--- src/rtl/fifo_byte_serializer.sv ---
// Pulls words from a synchronous FIFO and emits them MSB-first as a byte stream
// on a valid/ready interface, flagging the last byte of every PKT_WORDS-word packet.
module fifo_byte_serializer #(
  parameter int FIFO_WIDTH = 32,
  parameter int PKT_WORDS  = 4,
  parameter int CNT_W      = 8
) (
  input  logic                  clk,
  input  logic                  rst_n,
  input  logic                  enable,
  input  logic                  fifo_empty,
  output logic                  fifo_rden,
  input  logic [FIFO_WIDTH-1:0] fifo_rddata,
  output logic [7:0]            m_data,
  output logic                  m_valid,
  input  logic                  m_ready,
  output logic                  m_last,
  output logic                  busy,
  output logic [CNT_W-1:0]      word_cnt,
  output logic [CNT_W-1:0]      pkt_cnt
);

  localparam int BYTES  = FIFO_WIDTH / 8;
  localparam int BIDX_W = (BYTES > 1) ? $clog2(BYTES) : 1;
  localparam logic [BIDX_W-1:0] LAST_BYTE = BIDX_W'(BYTES - 1);
  localparam logic [CNT_W-1:0]  LAST_WORD = CNT_W'(PKT_WORDS - 1);

  typedef enum logic [1:0] {
    IDLE,
    WAIT,
    SEND
  } state_t;

  state_t                  state;
  state_t                  state_nxt;
  logic [FIFO_WIDTH-1:0]   shreg;
  logic [BIDX_W-1:0]       byte_idx;
  logic                    handshake;
  logic                    last_byte;
  logic                    last_word;

  assign last_byte = (byte_idx == LAST_BYTE);
  assign last_word = (word_cnt == LAST_WORD);

  always_comb begin
    state_nxt = state;
    fifo_rden = 1'b0;
    m_valid   = 1'b0;
    m_last    = 1'b0;
    busy      = 1'b1;
    m_data    = shreg[FIFO_WIDTH-1 -: 8];
    handshake = 1'b0;
    case (state)
      IDLE: begin
        busy = 1'b0;
        // Read enable never looks at m_ready, so no ready-to-rden path exists.
        fifo_rden = enable && !fifo_empty;
        if (fifo_rden) state_nxt = WAIT;
      end
      WAIT: begin
        state_nxt = SEND;
      end
      SEND: begin
        m_valid   = 1'b1;
        m_last    = last_byte && last_word;
        handshake = m_ready;
        if (m_ready && last_byte) state_nxt = IDLE;
      end
      default: begin
        state_nxt = IDLE;
      end
    endcase
  end

  always_ff @(posedge clk) begin
    if (!rst_n) begin
      state    <= IDLE;
      shreg    <= '0;
      byte_idx <= '0;
      word_cnt <= '0;
      pkt_cnt  <= '0;
    end else begin
      state <= state_nxt;
      if (state == WAIT) begin
        shreg    <= fifo_rddata;
        byte_idx <= '0;
      end else if (handshake) begin
        if (!last_byte) begin
          shreg    <= shreg << 8;
          byte_idx <= byte_idx + BIDX_W'(1);
        end else if (last_word) begin
          word_cnt <= '0;
          pkt_cnt  <= pkt_cnt + CNT_W'(1);
        end else begin
          word_cnt <= word_cnt + CNT_W'(1);
        end
      end
    end
  end

endmodule

--- config.mk ---
export PLATFORM = sky130hd
export DESIGN_NAME = fifo_byte_serializer
export DESIGN_NICKNAME = d
export VERILOG_FILES = /design/src/rtl/fifo_byte_serializer.sv
export SDC_FILE = /design/constraint.sdc
export NUM_CORES = 1
export LEC_CHECK = 0
export ABC_CLOCK_PERIOD_IN_PS = 1600
export CAP_MARGIN = 0
export CORE_ASPECT_RATIO = 1.1
export CORE_UTILIZATION = 41
export CTS_CLUSTER_DIAMETER = 50
export DETAILED_ROUTE_END_ITERATION = 10
export GPL_TIMING_DRIVEN = 0
export PLACE_DENSITY = 0.73
export SETUP_SLACK_MARGIN = 0.4
export SLEW_MARGIN = 20
export SYNTH_ARGS = -nofsm -noshare
export SYNTH_HDL_FRONTEND = slang
export SYNTH_SLANG_ARGS = --single-unit
--- constraint.sdc ---
create_clock -name clk -period 1.6 [get_ports clk]
set_input_delay 0.16 -clock clk [delete_from_list [all_inputs] [get_ports clk]]
set_output_delay 0.16 -clock clk [all_outputs]
set_load 0.05 [all_outputs]
After elaboration in Yosys (flattened, before gate mapping). Index checks and enable logic that the tools add are counted. Widths: inputs -> output; s select.

Word-level logic and storage cells: 42. Input port bits: 37. ROM bits: 0. Memories kept: 0. Register bits: 52. RAM bits: 0. Output and inout port bits: 28. Bits in latches: 0.

Equality and inequality tests: 7. Shifts and indexed selects: 0. Bitwise gates (word level): 3. Divide/modulo/power cells: 0. $lt $le $gt $ge: 0. Add/subtract/negate cells: 3. Reductions and logical operators: 12. Multiply operators: 0. Muxes and demuxes: 12.

Operator list (number): $mux 32 (3); $add 8x1->8 const B (2); $eq 8x2->1 const B (1); $mux 8 (1); $pmux 2 s3 (1); $reduce_and 2->1 (3); $mux 1 (5); $eq 2x2->1 const B (2); $mux 2 (2); $ne 2x2->1 const B (2); $reduce_and 4->1 (1); $logic_and 1x1->1 (3); $not 1->1 (3); $reduce_and 3->1 (1); $add 2x1->2 const B (1); $eq 2x1->1 const B (1); $logic_not 2->1 (1); $ne 2x1->1 const B (1); $reduce_bool 2->1 (1); $reduce_or 2->1 (1); $logic_not 1->1 (1).

Logic depth before layout (Yosys ltp).
Depth after elaboration: 4. Gate-level depth with buffers: 7.

Worst setup path after synthesis. No wires, ideal clock.

Kind: register -> register. Start point: register state[1]. End point: register state[0]. Data required time: 1.535 ns. Arrival: 2.274 ns. Setup time: 0.065 ns. Cell stages (with the launch flop): 4. Buffers on the path: 0. Clock period less this slack: 2.339 ns. Setup slack: -0.739 ns. Cell sequence: dfxtp_1 or2_2 nor3b_1 and2_1.

Cells in the longest elaborated chain, start to end: 3. Elaborated cells on any way between the ends: 7. Classes of those cells: eq/ne: 4; mux: 1; reduce/logical: 2.

Ends and longest elaborated chain: from (decl) (line 34) `state_t state;`; from (signal assigned) (line 83) `state <= state_nxt;`; $eq 2x2->1 or $logic_not 2->1 (tied branches) (line 53) `case (state)`; $ne 2x2->1 (no line); $reduce_and 2->1 (no line).

Parallel ways exist; a longest one is shown, timed or not. A chain may end at the register's enable or synchronous reset.

Final worst setup path.
Start point: register word_cnt[0]. End point: register pkt_cnt[7].

Cells in the longest elaborated chain, start to end: 2.

Ends and longest elaborated chain: from (decl) (line 19) `output logic [CNT_W-1:0] word_cnt,`; from (signal assigned) (line 95) `word_cnt <= word_cnt + CNT_W'(1);`; $eq 8x2->1 (line 43) `assign last_word = (word_cnt == LAST_WORD);`; $reduce_and 4->1 (no line); to (signal assigned) (line 93) `pkt_cnt <= pkt_cnt + CNT_W'(1);`; to (decl) (line 20) `output logic [CNT_W-1:0] pkt_cnt`.

No other way between the ends.

==> metrics.csv <==
stage,metric,value,unit
clocking,clk buf depth,2,
placement,port bufs,64,
logic_synthesis,simple-gate share of the synthesized area,23.03,%
critical_path,"Critical Path, Cell by Cell",ha_4 > nor4b_4 > buf_4 > nand4_4 > or4_1 > a21oi_1,
critical_path,Worst setup SP type,flip-flop,
critical_path,Worst Reg-to-Reg Cells,6,
critical_path,Critical Path AT,1.87,ns
global_routing,largest net degree at the start of global routing,18,
logic_synthesis,async set or reset register ratio after synthesis,0,%
min_path,WHS Endpoint,shreg[7],
placement,Post-DP HPWL,3.915,mm
status,failing checks,negative setup slack,
sta,Setup WS post-layout,-0.03442,ns
logic_synthesis,"Avg Cell Area, Syn",8.623,um2
sta,Least-Margin Pin Slew,0.7081,ns
logic_synthesis,Post-synth EDFFs,0,
final_layout,layout cells sized above 1,48.20,%
logic_synthesis,"Distinct cells, synth",37,
detailed_routing,DR iter-0 viols,62,
detailed_routing,DRT Wirelength,6.510,mm
critical_path,WS Path Type,flip-flop to flip-flop,
final_layout,# fillers,363,
sta,Rel. slew slack,52.79,%
logic_synthesis,post-synthesis sequential area ratio,46.61,%
sta,max-slew violations,0,
logic_synthesis,top_reg_cell synth,dfxtp_1,
logic_synthesis,Post-Syn Nets,299,
detailed_routing,average routed wire per standard cell,15.03,um
sta,final hold viol count,0,
power_and_ir_drop,power consumption,2.685,mW
clocking,Root Buffer,clkbuf_8,
placement,post-place setup slack,-0.5444,ns
critical_path,Top delay family on crit path,simple AND/OR/NAND/NOR gates,
logic_synthesis,Synth Area in XOR/XNOR,3.922,%
logic_synthesis,post-synthesis compound-gate area fraction,18.38,%
clocking,CTS tree,done,
detailed_routing,DRC,0,
detailed_routing,vias,2292,
detailed_routing,first drt pass iteration count,4,
critical_path,Worst R2R End,pkt_cnt[7],
logic_synthesis,Yosys reg bits,52,
min_path,Hold Crit Start,fifo_rddata[7],
logic_synthesis,Ys Warns,0,
die,row cnt,27,
clocking,CTS sink count,52,
logic_synthesis,Mapped Cells,259,
sta,final worst path period share,102.2,%
clocking,Hold Buf Count CTS,0,
logic_synthesis,mux cell area share after synthesis,0.4482,%
critical_path,Crit path depth,6,
clocking,number of H-tree levels,2,
critical_path,crit path buf inv count,1,
final_layout,Syn-to-layout area delta,69.47,%
critical_path,R2R Setup Slk,-0.03,ns
min_path,Hold Path Cell Cnt,3,
critical_path,FF-to-FF Start,word_cnt[0],
die,DIE HEIGHT,79.41,um
critical_path,largest stage delay on the critical path,0.41,ns
logic_synthesis,largest family of logic cells by synthesized area,simple AND/OR/NAND/NOR gates,
final_layout,Final nets,400,
power_and_ir_drop,Max VDD drop,0.0005793,V
status,run status,"complete, but fails checks",
clocking,clk_lat worst skew,0.31,ns
run,Max-Cap Viols,0,
die,core box area,5135,um2
detailed_routing,via/cell ratio,5.293,
global_routing,first-pass GRT wire length,10.10,mm
detailed_routing,ANT nets after route,0,
power_and_ir_drop,LEAKAGE,1.440,nW
die,Initial Util,43.49,%
sta,setup violators final,2,
clocking,total CTS buffers,5,
global_routing,initial antenna violation count,0,
logic_synthesis,Adder-Cell Fraction of Synth Area,1.681,%
min_path,worst min-delay path category,primary input to flip-flop,
die,num ports,65,
final_layout,antenna diode count,0,
global_routing,GRT overflow,0,
clocking,"Reg clk slew, reported paths",0.10,ns
final_layout,Final Core Density,73.71,%
power_and_ir_drop,cell area power density,709.4,nW/um2
sta,maximum clock rate,611.8,MHz
sta,clk_skew,0.01091,ns
critical_path,WP data required,1.84,ns
logic_synthesis,cell area after synthesis,2233,um2
global_routing,total track usage,22.30,%
sta,Final min period,1.634,ns
die,total die area,5747,um2
die,Die X,72.37,um
critical_path,Crit Path Max Fanout,4,
sta,RSZ-0062 raised after global routing,true,
critical_path,CP max-delay cell,or4_1,
placement,GPL Wtd Cong,0.7884,
global_routing,number of global-route vias before repair,2228,
critical_path,crit end category,flip-flop,
Yosys cell counts, types with 2 or more instances:
| cell | instances | area share, % |
|---|---|---|
| nand2_1 | 48 | 8.1 |
| nor4_1 | 2 | 0.56 |
| or3_1 | 4 | 1.1 |
| o21ai_0 | 3 | 0.67 |
| clkbuf_1 | 9 | 1.5 |
| and3_1 | 2 | 0.56 |
| ha_1 | 3 | 1.7 |
| nand4_1 | 3 | 0.84 |
| a21oi_1 | 40 | 9.0 |
| a22oi_1 | 24 | 8.1 |
| nor2b_1 | 2 | 0.56 |
| nor2_1 | 15 | 2.5 |
| xor2_1 | 5 | 2.0 |
| buf_4 | 9 | 3.0 |
| nand3_1 | 10 | 2.2 |
| buf_2 | 4 | 0.90 |
| dfxtp_1 | 52 | 47 |
| xnor2_1 | 5 | 2.0 |
per-layer routing:
metal / track usage, % / part of all wire [%] / wire length, um
met4: 6.471 / 1.8 / 116
met1: 27.45 / 42 / 2707
met3: 4.798 / 4.6 / 298
met2: 38.79 / 52 / 3387
met5: 0 / 0 / 0
timing repair:
action                                  CTS  global route
endpoints found under the setup margin   79            65
gates resized for setup                 220            59
gates cloned                              2             1
buffers inserted                         17            10
pin swaps                                26            14
cells in the final DEF, fill, tap and decap left out, types with 4 or more instances in the layout:
cell type	instances
a21oi_1	21
a21oi_2	19
a22oi_1	21
buf_2	9
buf_4	32
buf_6	18
buf_8	6
clkbuf_2	4
clkbuf_4	8
clkbuf_8	5
clkdlybuf4s50_1	36
dfxtp_1	39
dfxtp_2	7
dfxtp_4	6
nand2_1	21
nand2_2	16
nand2_4	11
nand3_1	9
nor2_1	11
xnor2_1	4
where the power goes:
group	internal (mW)	total (mW)	switching, mW
registers	1.32	1.34	0.0283
logic	0.215	0.409	0.194
clock network	0.473	0.932	0.459
flip-flops by register name, indices dropped and copies added, names as in the netlist:
register  cells
byte_idx      2
shreg        32
state         2
pkt_cnt       8
word_cnt      8
how the worst max path moves through the flow:
stage / start / end / slack (ns)
2_1_floorplan: word_cnt[0] / pkt_cnt[7] / -0.09
3_5_place_dp: word_cnt[0] / m_last / -0.54
6_report: word_cnt[0] / pkt_cnt[7] / -0.03
5_1_grt: word_cnt[0] / pkt_cnt[7] / -0.11
4_1_cts: word_cnt[0] / m_last / -0.007
3_3_place_gp: word_cnt[1] / m_last / -0.55
area by class of cell:
cell class                 count  area (um2)  share of cell area (%)
clock inverter                 3       45.04                   1.190
sequential                    52        1072                   28.33
buffer                        23       192.7                   5.091
inverter                       2       8.758                  0.2314
clock buffer                   5       68.82                   1.818
tap                           72       90.09                   2.380
multi-input combinational    182        1445                   38.18
timing repair buffer          94       862.1                   22.78
metrics by stage:
stage	setup TNS (ns)	cells	cell area [um2]	hold slack [ns]
5_1_grt	-0.2970	433	3785	0.4150
2_1_floorplan	-0.1424	259	2355	0.2816
6_report	-0.05571	433	3785	0.3887
3_3_place_gp	-5.780	395	3085	0.4466
3_5_place_dp	-6.678	395	3085	0.4519
4_1_cts	-0.01463	422	3485	0.3842
tightest hold or removal path: stages:
cell             delay (ns)
clkdlybuf4s50_1        0.40
nand2_1                0.06
a21oi_1                0.05
kinds of logic after synthesis:
logic type	after synthesis
mux	1
flops	52
buf+inv	25
simple gates	99
compound gates	69
fa+ha+maj	3
xor+xnor	10
No activity file was read; power rests on OpenSTA's default activity.
